## src/rtl/maxpool_pkg.sv

```systemverilog
// Shared types, constants and width helpers for the binary 2x2 max-pool controller.
package maxpool_pkg;

    typedef enum logic [1:0] {
        ST_IDLE  = 2'd0,
        ST_RUN   = 2'd1,
        ST_DRAIN = 2'd2
    } state_e;

    localparam int unsigned DRAIN_CYC = 2;
    localparam int unsigned IMG_W_DEF = 16;
    localparam int unsigned IMG_H_DEF = 16;

    // Bits needed to count n positions; never below 1.
    function automatic int unsigned cnt_w(input int unsigned n);
        return (n <= 32'd2) ? 32'd1 : 32'($clog2(n));
    endfunction

    // Bits needed for a pooled (stride-2) index over n input positions.
    function automatic int unsigned pool_w(input int unsigned n);
        return (n <= 32'd4) ? 32'd1 : 32'($clog2(n)) - 32'd1;
    endfunction

endpackage

```

## src/rtl/maxpool_ctrl_if.sv

```systemverilog
// Stream, datapath and status signals of maxpool_ctrl; slave = controller view.
// oCYCLES exists only when MAXPOOL_CTRL_CYCCNT_EN is defined.
interface maxpool_ctrl_if #(
    parameter int unsigned PRW = 3,
    parameter int unsigned PCW = 3
);
    logic           iSTART;
    logic           iVALID;
    logic           iDATA;
    logic           oMP_START;
    logic           oMP_DATA;
    logic           iMP_DATA;
    logic           oVALID;
    logic           oDATA;
    logic [PRW-1:0] oROW;
    logic [PCW-1:0] oCOL;
    logic           oDONE;
    logic           oBUSY;
    logic           oERR;
`ifdef MAXPOOL_CTRL_CYCCNT_EN
    logic [15:0]    oCYCLES;
`endif

    modport slave (
        input  iSTART, iVALID, iDATA, iMP_DATA,
`ifdef MAXPOOL_CTRL_CYCCNT_EN
        output oCYCLES,
`endif
        output oMP_START, oMP_DATA, oVALID, oDATA, oROW, oCOL, oDONE, oBUSY, oERR
    );

    modport master (
        output iSTART, iVALID, iDATA, iMP_DATA,
`ifdef MAXPOOL_CTRL_CYCCNT_EN
        input  oCYCLES,
`endif
        input  oMP_START, oMP_DATA, oVALID, oDATA, oROW, oCOL, oDONE, oBUSY, oERR
    );
endinterface

```

## src/rtl/raster_cnt.sv

```systemverilog
// Raster-scan column/row position counter with clear, enable, wrap and a
// registered flag marking the last pixel of the frame.
module raster_cnt
    import maxpool_pkg::*;
#(
    parameter int unsigned W  = IMG_W_DEF,
    parameter int unsigned H  = IMG_H_DEF,
    parameter int unsigned CW = cnt_w(W),
    parameter int unsigned RW = cnt_w(H)
) (
    input  logic          clk,
    input  logic          rst_n,
    input  logic          clr_i,
    input  logic          en_i,
    output logic [CW-1:0] col_o,
    output logic [RW-1:0] row_o,
    output logic          last_o
);
    logic [CW-1:0] col_q, col_d, col_b;
    logic [RW-1:0] row_q, row_d, row_b;
    logic          last_q, last_d;

    // Clear and enable together restart at (0,0) and count that pixel.
    always_comb begin
        col_b = clr_i ? '0 : col_q;
        row_b = clr_i ? '0 : row_q;
        col_d = col_b;
        row_d = row_b;
        if (en_i) begin
            if (col_b == CW'(W - 1)) begin
                col_d = '0;
                row_d = (row_b == RW'(H - 1)) ? '0 : row_b + RW'(1);
            end else begin
                col_d = col_b + CW'(1);
            end
        end
        last_d = (col_d == CW'(W - 1)) && (row_d == RW'(H - 1));
    end

    always_ff @(posedge clk or negedge rst_n) begin
        if (!rst_n) begin
            col_q  <= '0;
            row_q  <= '0;
            last_q <= 1'b0;
        end else begin
            col_q  <= col_d;
            row_q  <= row_d;
            last_q <= last_d;
        end
    end

    assign col_o  = col_q;
    assign row_o  = row_q;
    assign last_o = last_q;
endmodule

```

## src/rtl/maxpool_ctrl.sv

```systemverilog
// Sequencer for the binary 2x2 max-pool datapath: forwards the pixel stream and
// qualifies the window OR at stride-2 positions. Optional MAXPOOL_CTRL_CYCCNT_EN adds oCYCLES.
module maxpool_ctrl
    import maxpool_pkg::*;
#(
    parameter int unsigned IMG_W = IMG_W_DEF,
    parameter int unsigned IMG_H = IMG_H_DEF
) (
    input logic           iCLK,
    input logic           iRST,
    maxpool_ctrl_if.slave bus
);
    localparam int unsigned CW  = cnt_w(IMG_W);
    localparam int unsigned RW  = cnt_w(IMG_H);
    localparam int unsigned PCW = pool_w(IMG_W);
    localparam int unsigned PRW = pool_w(IMG_H);
    localparam int unsigned DW  = cnt_w(DRAIN_CYC);

    logic           start_acc, run_acc, cnt_en, cnt_last;
    logic [CW-1:0]  col;
    logic [RW-1:0]  row;

    state_e         state_q, state_d;
    logic [DW-1:0]  drain_q, drain_d;
    logic           arm_q, arm_d, arm_last_q, arm_last_d;
    logic [PRW-1:0] arm_row_q, arm_row_d, orow_q, orow_d;
    logic [PCW-1:0] arm_col_q, arm_col_d, ocol_q, ocol_d;
    logic           vld_q, vld_d, dat_q, dat_d, done_q, done_d;
    logic           busy_q, busy_d, err_q, err_d;

    assign start_acc = bus.iSTART & bus.iVALID;
    assign run_acc   = (state_q == ST_RUN) & bus.iVALID & ~bus.iSTART;
    assign cnt_en    = start_acc | run_acc;

    assign bus.oMP_START = start_acc;
    assign bus.oMP_DATA  = bus.iDATA;

    raster_cnt #(
        .W (IMG_W),
        .H (IMG_H),
        .CW(CW),
        .RW(RW)
    ) u_cnt (
        .clk   (iCLK),
        .rst_n (iRST),
        .clr_i (start_acc),
        .en_i  (cnt_en),
        .col_o (col),
        .row_o (row),
        .last_o(cnt_last)
    );

    // The window flag is armed on an odd/odd accept; one cycle later the datapath OR is valid.
    always_comb begin
        state_d    = state_q;
        drain_d    = drain_q;
        err_d      = err_q;
        arm_d      = 1'b0;
        arm_last_d = 1'b0;
        arm_row_d  = arm_row_q;
        arm_col_d  = arm_col_q;
        vld_d      = arm_q;
        dat_d      = arm_q & bus.iMP_DATA;
        done_d     = arm_q & arm_last_q;
        orow_d     = arm_q ? arm_row_q : orow_q;
        ocol_d     = arm_q ? arm_col_q : ocol_q;
        if (start_acc) begin
            state_d = ST_RUN;
            drain_d = '0;
            err_d   = 1'b0;
            vld_d   = 1'b0;
            dat_d   = 1'b0;
            done_d  = 1'b0;
        end else begin
            case (state_q)
                ST_RUN: begin
                    if (!bus.iVALID) begin
                        // The datapath cannot stall, so a bubble abandons the frame.
                        state_d = ST_IDLE;
                        err_d   = 1'b1;
                        vld_d   = 1'b0;
                        dat_d   = 1'b0;
                        done_d  = 1'b0;
                    end else begin
                        arm_d      = row[0] & col[0];
                        arm_last_d = cnt_last;
                        arm_row_d  = PRW'(row >> 1);
                        arm_col_d  = PCW'(col >> 1);
                        if (cnt_last) begin
                            state_d = ST_DRAIN;
                            drain_d = '0;
                        end
                    end
                end
                ST_DRAIN: begin
                    if (drain_q == DW'(DRAIN_CYC - 1)) state_d = ST_IDLE;
                    else                               drain_d = drain_q + DW'(1);
                end
                default: ;
            endcase
        end
        busy_d = (state_d != ST_IDLE);
    end

    always_ff @(posedge iCLK or negedge iRST) begin
        if (!iRST) begin
            state_q    <= ST_IDLE;
            drain_q    <= '0;
            arm_q      <= 1'b0;
            arm_last_q <= 1'b0;
            arm_row_q  <= '0;
            arm_col_q  <= '0;
            vld_q      <= 1'b0;
            dat_q      <= 1'b0;
            done_q     <= 1'b0;
            orow_q     <= '0;
            ocol_q     <= '0;
            busy_q     <= 1'b0;
            err_q      <= 1'b0;
        end else begin
            state_q    <= state_d;
            drain_q    <= drain_d;
            arm_q      <= arm_d;
            arm_last_q <= arm_last_d;
            arm_row_q  <= arm_row_d;
            arm_col_q  <= arm_col_d;
            vld_q      <= vld_d;
            dat_q      <= dat_d;
            done_q     <= done_d;
            orow_q     <= orow_d;
            ocol_q     <= ocol_d;
            busy_q     <= busy_d;
            err_q      <= err_d;
        end
    end

    assign bus.oVALID = vld_q;
    assign bus.oDATA  = dat_q;
    assign bus.oROW   = orow_q;
    assign bus.oCOL   = ocol_q;
    assign bus.oDONE  = done_q;
    assign bus.oBUSY  = busy_q;
    assign bus.oERR   = err_q;

`ifdef MAXPOOL_CTRL_CYCCNT_EN
    localparam int unsigned CYC_W = 16;
    logic [CYC_W-1:0] cyc_q, cyc_d;

    // The accepting start cycle is the frame's first cycle, so the count restarts at 1.
    always_comb begin
        cyc_d = cyc_q;
        if (start_acc)                                   cyc_d = CYC_W'(1);
        else if ((state_q != ST_IDLE) && (cyc_q != '1))  cyc_d = cyc_q + CYC_W'(1);
    end

    always_ff @(posedge iCLK or negedge iRST) begin
        if (!iRST) cyc_q <= '0;
        else       cyc_q <= cyc_d;
    end

    assign bus.oCYCLES = cyc_q;
`endif
endmodule

```

## src/flat_wrapper.sv

```systemverilog
// flat-port wrapper written by rule: the top's interface ports become plain ports
module maxpool_ctrl_flat import maxpool_pkg::*;
#(
    parameter int unsigned IMG_W = IMG_W_DEF,
    parameter int unsigned IMG_H = IMG_H_DEF
)
  (iCLK, iRST, bus_iSTART, bus_iVALID, bus_iDATA, bus_iMP_DATA, bus_oMP_START, bus_oMP_DATA, bus_oVALID, bus_oDATA, bus_oROW, bus_oCOL, bus_oDONE, bus_oBUSY, bus_oERR);
  maxpool_ctrl_if #(.PRW(3), .PCW(3)) bus_i ();
  input logic iCLK;
  input logic iRST;
  input wire logic [$bits(bus_i.iSTART)-1:0] bus_iSTART;
  input wire logic [$bits(bus_i.iVALID)-1:0] bus_iVALID;
  input wire logic [$bits(bus_i.iDATA)-1:0] bus_iDATA;
  input wire logic [$bits(bus_i.iMP_DATA)-1:0] bus_iMP_DATA;
  output wire logic [$bits(bus_i.oMP_START)-1:0] bus_oMP_START;
  output wire logic [$bits(bus_i.oMP_DATA)-1:0] bus_oMP_DATA;
  output wire logic [$bits(bus_i.oVALID)-1:0] bus_oVALID;
  output wire logic [$bits(bus_i.oDATA)-1:0] bus_oDATA;
  output wire logic [$bits(bus_i.oROW)-1:0] bus_oROW;
  output wire logic [$bits(bus_i.oCOL)-1:0] bus_oCOL;
  output wire logic [$bits(bus_i.oDONE)-1:0] bus_oDONE;
  output wire logic [$bits(bus_i.oBUSY)-1:0] bus_oBUSY;
  output wire logic [$bits(bus_i.oERR)-1:0] bus_oERR;
  assign bus_i.iSTART = bus_iSTART;
  assign bus_i.iVALID = bus_iVALID;
  assign bus_i.iDATA = bus_iDATA;
  assign bus_i.iMP_DATA = bus_iMP_DATA;
  assign bus_oMP_START = bus_i.oMP_START;
  assign bus_oMP_DATA = bus_i.oMP_DATA;
  assign bus_oVALID = bus_i.oVALID;
  assign bus_oDATA = bus_i.oDATA;
  assign bus_oROW = bus_i.oROW;
  assign bus_oCOL = bus_i.oCOL;
  assign bus_oDONE = bus_i.oDONE;
  assign bus_oBUSY = bus_i.oBUSY;
  assign bus_oERR = bus_i.oERR;
  maxpool_ctrl #(.IMG_W(IMG_W), .IMG_H(IMG_H)) u_core (.iCLK(iCLK), .iRST(iRST), .bus(bus_i));
endmodule
```

## config.mk

```make
export PLATFORM = sky130hd
export DESIGN_NAME = maxpool_ctrl_flat
export DESIGN_NICKNAME = d
export VERILOG_FILES = /design/src/rtl/maxpool_pkg.sv /design/src/rtl/maxpool_ctrl_if.sv /design/src/rtl/raster_cnt.sv /design/src/rtl/maxpool_ctrl.sv /design/src/flat_wrapper.sv
export SDC_FILE = /design/constraint.sdc
export NUM_CORES = 1
export LEC_CHECK = 0
export ABC_AREA = 0
export BUFFER_PORTS_ARGS = -buffer_cell sky130_fd_sc_hd__buf_4
export CAP_MARGIN = 5
export CORE_MARGIN = 2
export CORE_UTILIZATION = 30
export DETAILED_ROUTE_END_ITERATION = 16
export SLEW_MARGIN = 15
export SYNTH_ARGS = -nofsm -noshare
export SYNTH_HDL_FRONTEND = slang
export SYNTH_SLANG_ARGS = --single-unit
```

## constraint.sdc

```tcl
create_clock -name iCLK -period 1.7 [get_ports iCLK]
set_input_delay 0.51 -clock iCLK [delete_from_list [all_inputs] [get_ports iCLK]]
set_output_delay 0.51 -clock iCLK [all_outputs]
set_load 0.05 [all_outputs]
```

==> out/metrics.cfg <==
[die]
rows = 25
die_w_um = 73.3
ios = 19
initial_core_util_pct = 30.9
die_area_sq_um = 5370
die_h_um = 73.3
core_region_area_sq_um = 4660

[cts]
hold_buffers = 0
cts.sinks = 31
path_clk_slew_ns = 0.07
cts-root-buf = clkbuf_8
htree_levels = 2
numCtsBuffers = 5
clk_latency_ns = 0.28
cts_tree = done
clockBufferDepth = 2

[pwr]
powerDensity_nw_per_um2 = 1140
leakagePower_nw = 0.964
ir_worst_vdd_mv = 0.486

[timing]
worst_pin_slew_ns = 0.388
fin_ws_ns = -0.0366
hold_viol = 0
setup_violations = 1
drv_slew = 0
finalCriticalPeriod_ns = 1.74
fmax_mhz = 576
finalCritPeriodShare_pct = 102
setup_tns_ns = -0.0366
rsz0062_at_grt = true
skew_ns = 0.00377
slew_headroom_pct = 74.2

[global_route]
antenna_found_initial = 0
grt_pass1_vias = 1081
grt_pass1_wl_um = 5240
grt_overflow = 0
grt_max_degree = 32
grt_usage_pct = 12.8

[outcome]
violations = setup timing
status = finished with violations

[routing]
vias_per_cell = 4.87
drt_iter0_markers = 98
dr.pass1.iters = 4
routed_wl_um = 3130
via_count = 1087
antenna_left = 0
drc = 0
post_drt_wl_per_cell_um = 14.0

[cells_and_area]
fin_util_pct = 42.0
diodes = 0
area_delta_synth_final_pct = 36.2
drive_gt1_share_pct = 42.6
design_area_sq_um = 1960
layout.nets = 178
fillCellCount = 434

[synthesis]
avgSynthCellArea_sq_um = 11.2
yosysSeqAreaShare_pct = 53.9
synthCells = 128
yosysUniqueCellTypes = 35
ys_warn_count = 0
ys.flop_type = dfrtp_1
synthesis.area_sq_um = 1440
synth_largest_area_cell = dfrtp_1
async_flop_share_pct = 100
synth_area_leaders = dfrtp_1 54%, mux2_2 10%, ha_1 3.5%
syn_nets = 138
synth_edf_count = 0
ys_ff_latch = 31
synth_top_area_share_pct = 53.9

[run]
drv_cap = 0

[critical_path]
critPathMaxFanout = 4
r2r_cells = 6
startpoint_type = flip-flop
path_class = reg2reg
endpoint_kind = flip-flop
cp.required_ns = 1.92
critical_path_arrival_ns = 1.95

[place]
dp_hpwl_um = 2270
gp_congestion = 0.834
postPlaceCellArea_sq_um = 1790
portBuffers = 16

[worst_hold_path]
min_path_type = in2async

## stage by stage
stage | power (W) | hold slack, ns | setup slack, ns | instances
5_1_grt | 0.00234 | 0.172 | -0.117 | 223
4_1_cts | 0.00223 | 0.166 | -0.0180 | 222
2_1_floorplan | 0.00124 | 0.214 | -0.185 | 128
3_3_place_gp | 0.00145 | 0.433 | -0.198 | 214
6_report | 0.00223 | 0.153 | -0.0366 | 223
3_5_place_dp | 0.00147 | 0.436 | -0.258 | 214
## worst max-delay path, cell delays in order, from the launching register on
cell and delay, ns:
dfrtp_1 0.38, inv_1 0.09, ha_4 0.17, nand3_4 0.07, or3_1 0.39, a222oi_1 0.35
and4_1 0.23
## synth_stat cells (all sizes together), types with 3 or more instances
| cell | count |
|---|---|
| nor2b | 4 |
| ha | 4 |
| nor2 | 5 |
| a21oi | 5 |
| mux2 | 13 |
| inv | 8 |
| dfrtp | 31 |
| nand3 | 5 |
| buf | 4 |
| nand2 | 13 |
| o21ai | 3 |
| and2 | 7 |
## timing repair
action                                  4_1_cts  5_1_grt
endpoints found under the setup margin        2        2
pin swaps                                     1        2
resized for setup                             3        4
buffers inserted                              0        1
## flip-flops by register name (all words and copies together), names as in the netlist
name and count:
u_core.bus.oDONE 1, u_core.arm_last_q 1, u_core.bus.oBUSY 1, u_core.arm_row_q 3, u_core.u_cnt.row_o 4, u_core.drain_q 1, u_core.bus.oVALID 1, u_core.bus.oDATA 1
u_core.arm_q 1, u_core.u_cnt.col_o 4, u_core.bus.oROW 3, u_core.u_cnt.last_o 1, u_core.state_q 2, u_core.arm_col_q 3, u_core.bus.oCOL 3, u_core.bus.oERR 1
## cells by family after synthesis
logic type	after synthesis	synth area share, %
buffers and inverters	14	4.78
adders and majority gates	4	3.48
AOI/OAI and AO/OA	17	7.65
DFF	31	53.9
muxes	14	10.9
and+or+nand+nor	45	17.5
xor gates and xnor gates	3	1.83
## path summary, 6_finish.rpt
check	end	slack (ns)	startpoint
hold reg to reg	u_core.bus.oDONE$_DFF_PN0_	0.45	u_core.arm_last_q$_DFF_PN0_
setup / recovery	u_core.u_cnt.last_o$_DFF_PN0_	-0.04	u_core.state_q[1]$_DFF_PN0_
min in group iCLK	u_core.bus.oDATA$_DFF_PN0_	0.44	bus_iMP_DATA
max in group asynchronous	u_core.arm_col_q[1]$_DFFE_PN0P_	1.27	iRST
setup reg to reg	u_core.u_cnt.last_o$_DFF_PN0_	-0.04	u_core.state_q[1]$_DFF_PN0_
hold / removal	u_core.bus.oDATA$_DFF_PN0_	0.15	iRST
## cell usage in the layout (no fill, tap or decap), drive strengths merged
cell	netlist	routed
a2111oi	1	1
a21oi	5	5
a222oi	1	1
and2	7	7
and3	1	1
and4	2	2
buf	4	39
bufinv	0	1
clkbuf	2	6
clkinv	0	1
dfrtp	31	31
ha	4	4
inv	8	8
mux2	13	13
mux2i	1	1
nand2	13	13
nand2b	2	2
nand3	5	5
nand3b	1	1
nand4	2	2
nor2	5	5
nor2b	4	4
nor3	1	1
o211ai	2	2
o21ai	3	3
o22ai	2	2
o31ai	2	2
o32ai	1	1
or3	2	2
xnor2	2	2
xor2	1	1
## layer usage
metal	track usage [%]	wire [um]
met5	0	0
met4	5.35	57
met3	3.57	181
met2	18.8	1440
met1	17.7	1450
## where the power goes
part / leakage, nW / internal [W] / switching, W / total [W]
logic: 0.486 / 0.000303 / 0.000290 / 0.000593
clock network: 0.0612 / 0.000474 / 0.000276 / 0.000750
registers: 0.416 / 0.000819 / 0.0000647 / 0.000884
total: 0.964 / 0.00160 / 0.000630 / 0.00223
## area by class of cell
class / count / area, sq um / share of cell area (%)
flip-flops and latches: 31 / 776 / 39.6
multi-input cells: 83 / 664 / 33.9
clock inverters: 2 / 35.0 / 1.79
repair buffers: 39 / 304 / 15.5
inverters: 8 / 30.0 / 1.53
well taps: 54 / 67.6 / 3.45
clock buffers: 6 / 82.6 / 4.21
Note: power is estimated with default switching activity, not from simulation.
